### config.mk
export PLATFORM = sky130hd
export DESIGN_NAME = data_memory_arbiter
export DESIGN_NICKNAME = d
export VERILOG_FILES = /design/src/rtl/dmem_pkg.sv /design/src/rtl/rr_arbiter2.sv /design/src/rtl/data_memory_arbiter.sv
export SDC_FILE = /design/constraint.sdc
export NUM_CORES = 1
export LEC_CHECK = 0
export CORE_MARGIN = 2
export CORE_UTILIZATION = 42
export CTS_CLUSTER_SIZE = 12
export DETAILED_ROUTE_END_ITERATION = 12
export HOLD_SLACK_MARGIN = 0.1
export PLACE_DENSITY = 0.87
export SYNTH_ARGS = -nofsm -noshare
export SYNTH_HDL_FRONTEND = slang
export SYNTH_SLANG_ARGS = --single-unit
### constraint.sdc
create_clock -name clk -period 2.09 [get_ports clk]
set_clock_uncertainty 0.1 [all_clocks]
set_input_delay 0.627 -clock clk [delete_from_list [all_inputs] [get_ports clk]]
set_output_delay 0.627 -clock clk [all_outputs]
set_load 0.02 [all_outputs]
### src/rtl/dmem_pkg.sv
// Shared definitions for the DataMemory arbiter: default widths, FSM state
// encoding and requester port indices.
package dmem_pkg;

  localparam int ADDR_W_DEF = 8;
  localparam int DATA_W_DEF = 8;

  typedef enum logic [1:0] {
    IDLE  = 2'd0,
    ISSUE = 2'd1,
    WAIT  = 2'd2,
    DONE  = 2'd3
  } state_e;

  localparam logic PORT0 = 1'b0;
  localparam logic PORT1 = 1'b1;

endpackage

### src/rtl/rr_arbiter2.sv
// Two-requester round-robin arbiter. On a tie the port that did not win
// last time is granted; a lone requester always wins.
module rr_arbiter2
  import dmem_pkg::*;
(
  input  logic req0_i,
  input  logic req1_i,
  input  logic last_grant_i,
  output logic grant_o,
  output logic grant_valid_o
);

  always_comb begin
    grant_valid_o = req0_i | req1_i;
    grant_o       = PORT0;
    if (req0_i && req1_i) begin
      grant_o = ~last_grant_i;
    end else if (req1_i) begin
      grant_o = PORT1;
    end
  end

endmodule

### src/rtl/data_memory_arbiter.sv
// Shares a single-port DataMemory between two requesters: round-robin grant,
// one access at a time, registered strobes and a one-cycle acknowledge.
module data_memory_arbiter
  import dmem_pkg::*;
#(
  parameter int ADDR_W  = ADDR_W_DEF,
  parameter int DATA_W  = DATA_W_DEF,
  parameter int MEM_LAT = 1
) (
  input  logic              clk,
  input  logic              reset,
  input  logic              req0,
  input  logic              req1,
  input  logic              we0,
  input  logic              we1,
  input  logic [ADDR_W-1:0] addr0,
  input  logic [ADDR_W-1:0] addr1,
  input  logic [DATA_W-1:0] wdata0,
  input  logic [DATA_W-1:0] wdata1,
  output logic              ack0,
  output logic              ack1,
  output logic [DATA_W-1:0] rdata0,
  output logic [DATA_W-1:0] rdata1,
  output logic              busy,
  output logic [ADDR_W-1:0] mem_address,
  output logic              mem_read,
  output logic              mem_write,
  output logic [DATA_W-1:0] mem_data_inputs,
  input  logic [DATA_W-1:0] mem_data_outputs
);

  // Counter holds the remaining wait cycles after the strobe edge (MEM_LAT 1..4).
  localparam logic [1:0] LAT_INIT = 2'(MEM_LAT - 1);

  state_e              state_q, state_d;
  logic                grant_q, grant_d;
  logic                last_grant_q, last_grant_d;
  logic                we_q, we_d;
  logic [1:0]          lat_cnt_q, lat_cnt_d;
  logic                ack0_q, ack0_d;
  logic                ack1_q, ack1_d;
  logic [DATA_W-1:0]   rdata0_q, rdata0_d;
  logic [DATA_W-1:0]   rdata1_q, rdata1_d;
  logic                busy_q, busy_d;
  logic [ADDR_W-1:0]   mem_address_q, mem_address_d;
  logic                mem_read_q, mem_read_d;
  logic                mem_write_q, mem_write_d;
  logic [DATA_W-1:0]   mem_wdata_q, mem_wdata_d;

  logic                arb_grant;
  logic                arb_valid;
  logic                sel_we;
  logic [ADDR_W-1:0]   sel_addr;
  logic [DATA_W-1:0]   sel_wdata;

  rr_arbiter2 u_arb (
    .req0_i        (req0),
    .req1_i        (req1),
    .last_grant_i  (last_grant_q),
    .grant_o       (arb_grant),
    .grant_valid_o (arb_valid)
  );

  assign sel_we    = (arb_grant == PORT1) ? we1    : we0;
  assign sel_addr  = (arb_grant == PORT1) ? addr1  : addr0;
  assign sel_wdata = (arb_grant == PORT1) ? wdata1 : wdata0;

  always_comb begin
    state_d       = state_q;
    grant_d       = grant_q;
    last_grant_d  = last_grant_q;
    we_d          = we_q;
    lat_cnt_d     = lat_cnt_q;
    ack0_d        = 1'b0;
    ack1_d        = 1'b0;
    rdata0_d      = rdata0_q;
    rdata1_d      = rdata1_q;
    mem_address_d = mem_address_q;
    mem_wdata_d   = mem_wdata_q;
    mem_read_d    = 1'b0;
    mem_write_d   = 1'b0;

    unique case (state_q)
      IDLE: begin
        if (arb_valid) begin
          grant_d       = arb_grant;
          we_d          = sel_we;
          mem_address_d = sel_addr;
          mem_wdata_d   = sel_wdata;
          mem_write_d   = sel_we;
          mem_read_d    = ~sel_we;
          state_d       = ISSUE;
        end
      end
      ISSUE: begin
        if (we_q) begin
          state_d = DONE;
          ack0_d  = (grant_q == PORT0);
          ack1_d  = (grant_q == PORT1);
        end else begin
          state_d   = WAIT;
          lat_cnt_d = LAT_INIT;
        end
      end
      WAIT: begin
        if (lat_cnt_q != 2'd0) begin
          lat_cnt_d = lat_cnt_q - 2'd1;
        end else begin
          if (grant_q == PORT1) begin
            rdata1_d = mem_data_outputs;
          end else begin
            rdata0_d = mem_data_outputs;
          end
          state_d = DONE;
          ack0_d  = (grant_q == PORT0);
          ack1_d  = (grant_q == PORT1);
        end
      end
      DONE: begin
        state_d      = IDLE;
        last_grant_d = grant_q;
      end
    endcase

    busy_d = (state_d != IDLE);
  end

  always_ff @(posedge clk) begin
    if (reset) begin
      state_q       <= IDLE;
      grant_q       <= PORT0;
      last_grant_q  <= PORT1;
      we_q          <= 1'b0;
      lat_cnt_q     <= 2'd0;
      ack0_q        <= 1'b0;
      ack1_q        <= 1'b0;
      rdata0_q      <= '0;
      rdata1_q      <= '0;
      busy_q        <= 1'b0;
      mem_address_q <= '0;
      mem_read_q    <= 1'b0;
      mem_write_q   <= 1'b0;
      mem_wdata_q   <= '0;
    end else begin
      state_q       <= state_d;
      grant_q       <= grant_d;
      last_grant_q  <= last_grant_d;
      we_q          <= we_d;
      lat_cnt_q     <= lat_cnt_d;
      ack0_q        <= ack0_d;
      ack1_q        <= ack1_d;
      rdata0_q      <= rdata0_d;
      rdata1_q      <= rdata1_d;
      busy_q        <= busy_d;
      mem_address_q <= mem_address_d;
      mem_read_q    <= mem_read_d;
      mem_write_q   <= mem_write_d;
      mem_wdata_q   <= mem_wdata_d;
    end
  end

  assign ack0            = ack0_q;
  assign ack1            = ack1_q;
  assign rdata0          = rdata0_q;
  assign rdata1          = rdata1_q;
  assign busy            = busy_q;
  assign mem_address     = mem_address_q;
  assign mem_read        = mem_read_q;
  assign mem_write       = mem_write_q;
  assign mem_data_inputs = mem_wdata_q;

endmodule

==> results.md <==
* Status: finished clean
* Vias in the first global route at 1,597
* Fin. max-slew vios at 0
* Port-buffer cells at 82
* Most frequent cells in the layout: 81 x clkdlybuf4s50_1, 44 x dfxtp_1, 36 x nor2_1
* Area contributors post-synth: dfxtp_1 46%, mux2i_1 9.0%, nor2_1 7.1%, a211oi_2 5.9%, a21oi_1 4.7%
* Static Leak at around 1.2 nW
* Share of the synthesized area in the top cell type at 46.38%
* FMAX at 503.5 MHz
* ANT nets after route at 0
* Mapped Area at 1899 sq um
* Setup slack, reg-to-reg at around 300 ps
* Post-route minimum period at ~2000 ps
* Slowest CP cell: clkdlybuf4s50_1
* Placer Congestion at about 0.77
* Cells along the critical path: clkdlybuf4s50_1
* TritonCTS Buffers at 5
* Vias at between 1,500 and 2,000
* Final period util at a little over nine tenths
* CTS clk-pin slew, worst paths at around 80 ps
* Final Cell Area at around 2900 sq um
* Post-DP HPWL at between 3000 and 4000 microns
* Commonest non-fill, non-tap cell in the layout: clkdlybuf4s50_1
* Setup violators final at 0
* Worst reg-to-reg path cell count at 5
* Core ar. at 4354 sq um
* Util after Layout at roughly two thirds
* Max cap viols at 0
* CTS Buffer Depth at 2
* Num rows at 24
* Initial DRT Pass Iterations at 4
* Min Hold Slack at just under 400 ps
* Hold Path Class: flip-flop to flip-flop
* Setup repair after global routing missed its margin: no
* Die height at between 70 and 80 microns
* Worst endpoint required time at around 1400 ps
* DIE AREA at 5076 sq um
* Share of cells above drive strength 1 at about an eighth
* Nets at about 330
* Slew HR at between 70% and 80%
* Post-synth top area cell: dfxtp_1
* GRT Util Overall at around 19%
* Clk sinks at 44
* Largest fanout on the critical path at 2
* Worst setup endpoint: rdata1[6]
* I/O pins at 83
* Seq/Total Area, Yosys at approximately 46%
* Power Total at between 0.003 and 0.004 W
* Syn nets at 249
* Die X at between 70 and 80 microns
* Drt drc at 0
* Clock Latency Late Sink at ~300 ps
* Largest net degree at the start of global routing at 31
* Area after DPL at 2783 sq um
* CTS resizes at 0
* Global-route wire length before repair at between 7000 and 8000 microns
* Hold buffer count at CTS at 0
* Synthesized flop and latch total at 44
* Post-Route WL at 4637 microns
* Critical R2R Launch: state_q[0]$_SDFF_PP0_
* Crit path DAT at between 1000 and 1500 ps
* Final hold vios at 0
* Peak VDD IR at between 0.5 and 0.6 mV
* CTS tree: yes
* Initial antenna violation count at 0
* GRT Residual Overflow at 0
* Initial DRC Count at 35
* CP bufs+invs at 1
* Power Density at around 1200 nW/um^2
* Synth warn at 0
* Post-CTS Repair Setup Buffers at 0
* Worst Setup SP: rdata1[6]$_SDFFE_PP0P_
* H-Tree Depth at 2
* Area growth syn-to-layout at 52.37%
* Max incr delay on CP at 620 ps
* Cell count along the critical path at 1
* Per-cell routed wire length at between 10 and 15 microns
* R2R Path End: lat_cnt_q[1]$_SDFFE_PP0P_
* Crit end category: output port
* Synthesized area per cell at 9.641 sq um
* Distinct cells, synth at 30
* Top delay family on crit path: buffers and inverters
* Worst setup SP type: flip-flop
* Slew @ Worst Pin at 311.6 ps
* DR vias/cell at between 5 and 6
* Starting density of the core at a little over two fifths
* Root buffer selected by CTS: clkbuf_8
* Ant diodes at 0
* Crit Path Category: flip-flop to output port
* Mapped Cells at between 150 and 200
sequential cells by signal (all words and copies together), names as in the netlist, 2 cells and up:
signal           flops
lat_cnt_q            2
mem_address          8
mem_data_inputs      8
rdata0               8
rdata1               8
state_q              2
area by class of cell:
class | instances | area [sq um]
flip-flops and latches | 44 | 880.8
clock inverters | 3 | 42.54
repair buffers | 90 | 913.4
inverters | 5 | 18.77
multi-input cells | 135 | 904.6
well taps | 52 | 65.06
fillers | 364 | 1460
clock buffers | 5 | 68.82
cell usage after synthesis (all sizes together):
cell type and count:
buf 8, ha 6, inv 5, or3b 2, a22o 1, a211o 1, a21oi 18, nand2 17
a21boi 1, dfxtp 44, nand3b 2, mux2i 17, a21bo 1, nor3 2, o21ai 5, a31oi 1
a211oi 18, and3 1, clkbuf 5, nor2b 2, nand3 1, a22oi 1, o21a 1, nor2 36
nor3b 1
report_power, final:
part / switching, W / total (W) / internal (W)
clock network: 0.000296 / 0.000650 / 0.000354
registers: 0.000113 / 0.00115 / 0.00104
logic: 0.000796 / 0.00155 / 0.000750
total: 0.00121 / 0.00335 / 0.00214
worst min-delay path by stage:
stage	startpoint	end	slack, ps	depth (start not counted)
global placement	lat_cnt_q[0]$_SDFFE_PP0P_	lat_cnt_q[0]$_SDFFE_PP0P_	360	2
floorplan	lat_cnt_q[1]$_SDFFE_PP0P_	lat_cnt_q[1]$_SDFFE_PP0P_	350	2
CTS	lat_cnt_q[0]$_SDFFE_PP0P_	lat_cnt_q[0]$_SDFFE_PP0P_	390	2
global route	mem_data_inputs[1]$_SDFFE_PP0P_	mem_data_inputs[1]$_SDFFE_PP0P_	420	2
finish	lat_cnt_q[0]$_SDFFE_PP0P_	lat_cnt_q[0]$_SDFFE_PP0P_	390	2
detailed placement	lat_cnt_q[0]$_SDFFE_PP0P_	lat_cnt_q[0]$_SDFFE_PP0P_	370	2
cell families after synthesis:
family          Yosys count  synth area share [%]
flops                    44                 46.38
compound gates           48                 19.76
buf+inv                  18                 5.994
mux                      17                 8.959
fa+ha+maj                 6                 3.952
simple gates             64                 14.95
per-layer routing:
metal | track usage [%] | wire (microns) | vias up
li1 | - | - | 849
met1 | 25.09 | 2060 | 767
met2 | 31.17 | 2214 | 51
met3 | 5.485 | 292 | 5
met4 | 5.660 | 70 | 0
met5 | 0 | 0 | -
stage by stage:
| step | setup WS (ps) | setup TNS (ps) | std cells |
|---|---|---|---|
| finish | 103.9 | 0 | 334 |
| global route | 47.95 | 0 | 334 |
| CTS | 86.85 | 0 | 334 |
| detailed placement | -7.813 | -10.53 | 326 |
| global placement | 13.80 | 0 | 326 |
| floorplan | 444.1 | 0 | 197 |
Power figures use the tool's default switching activity.
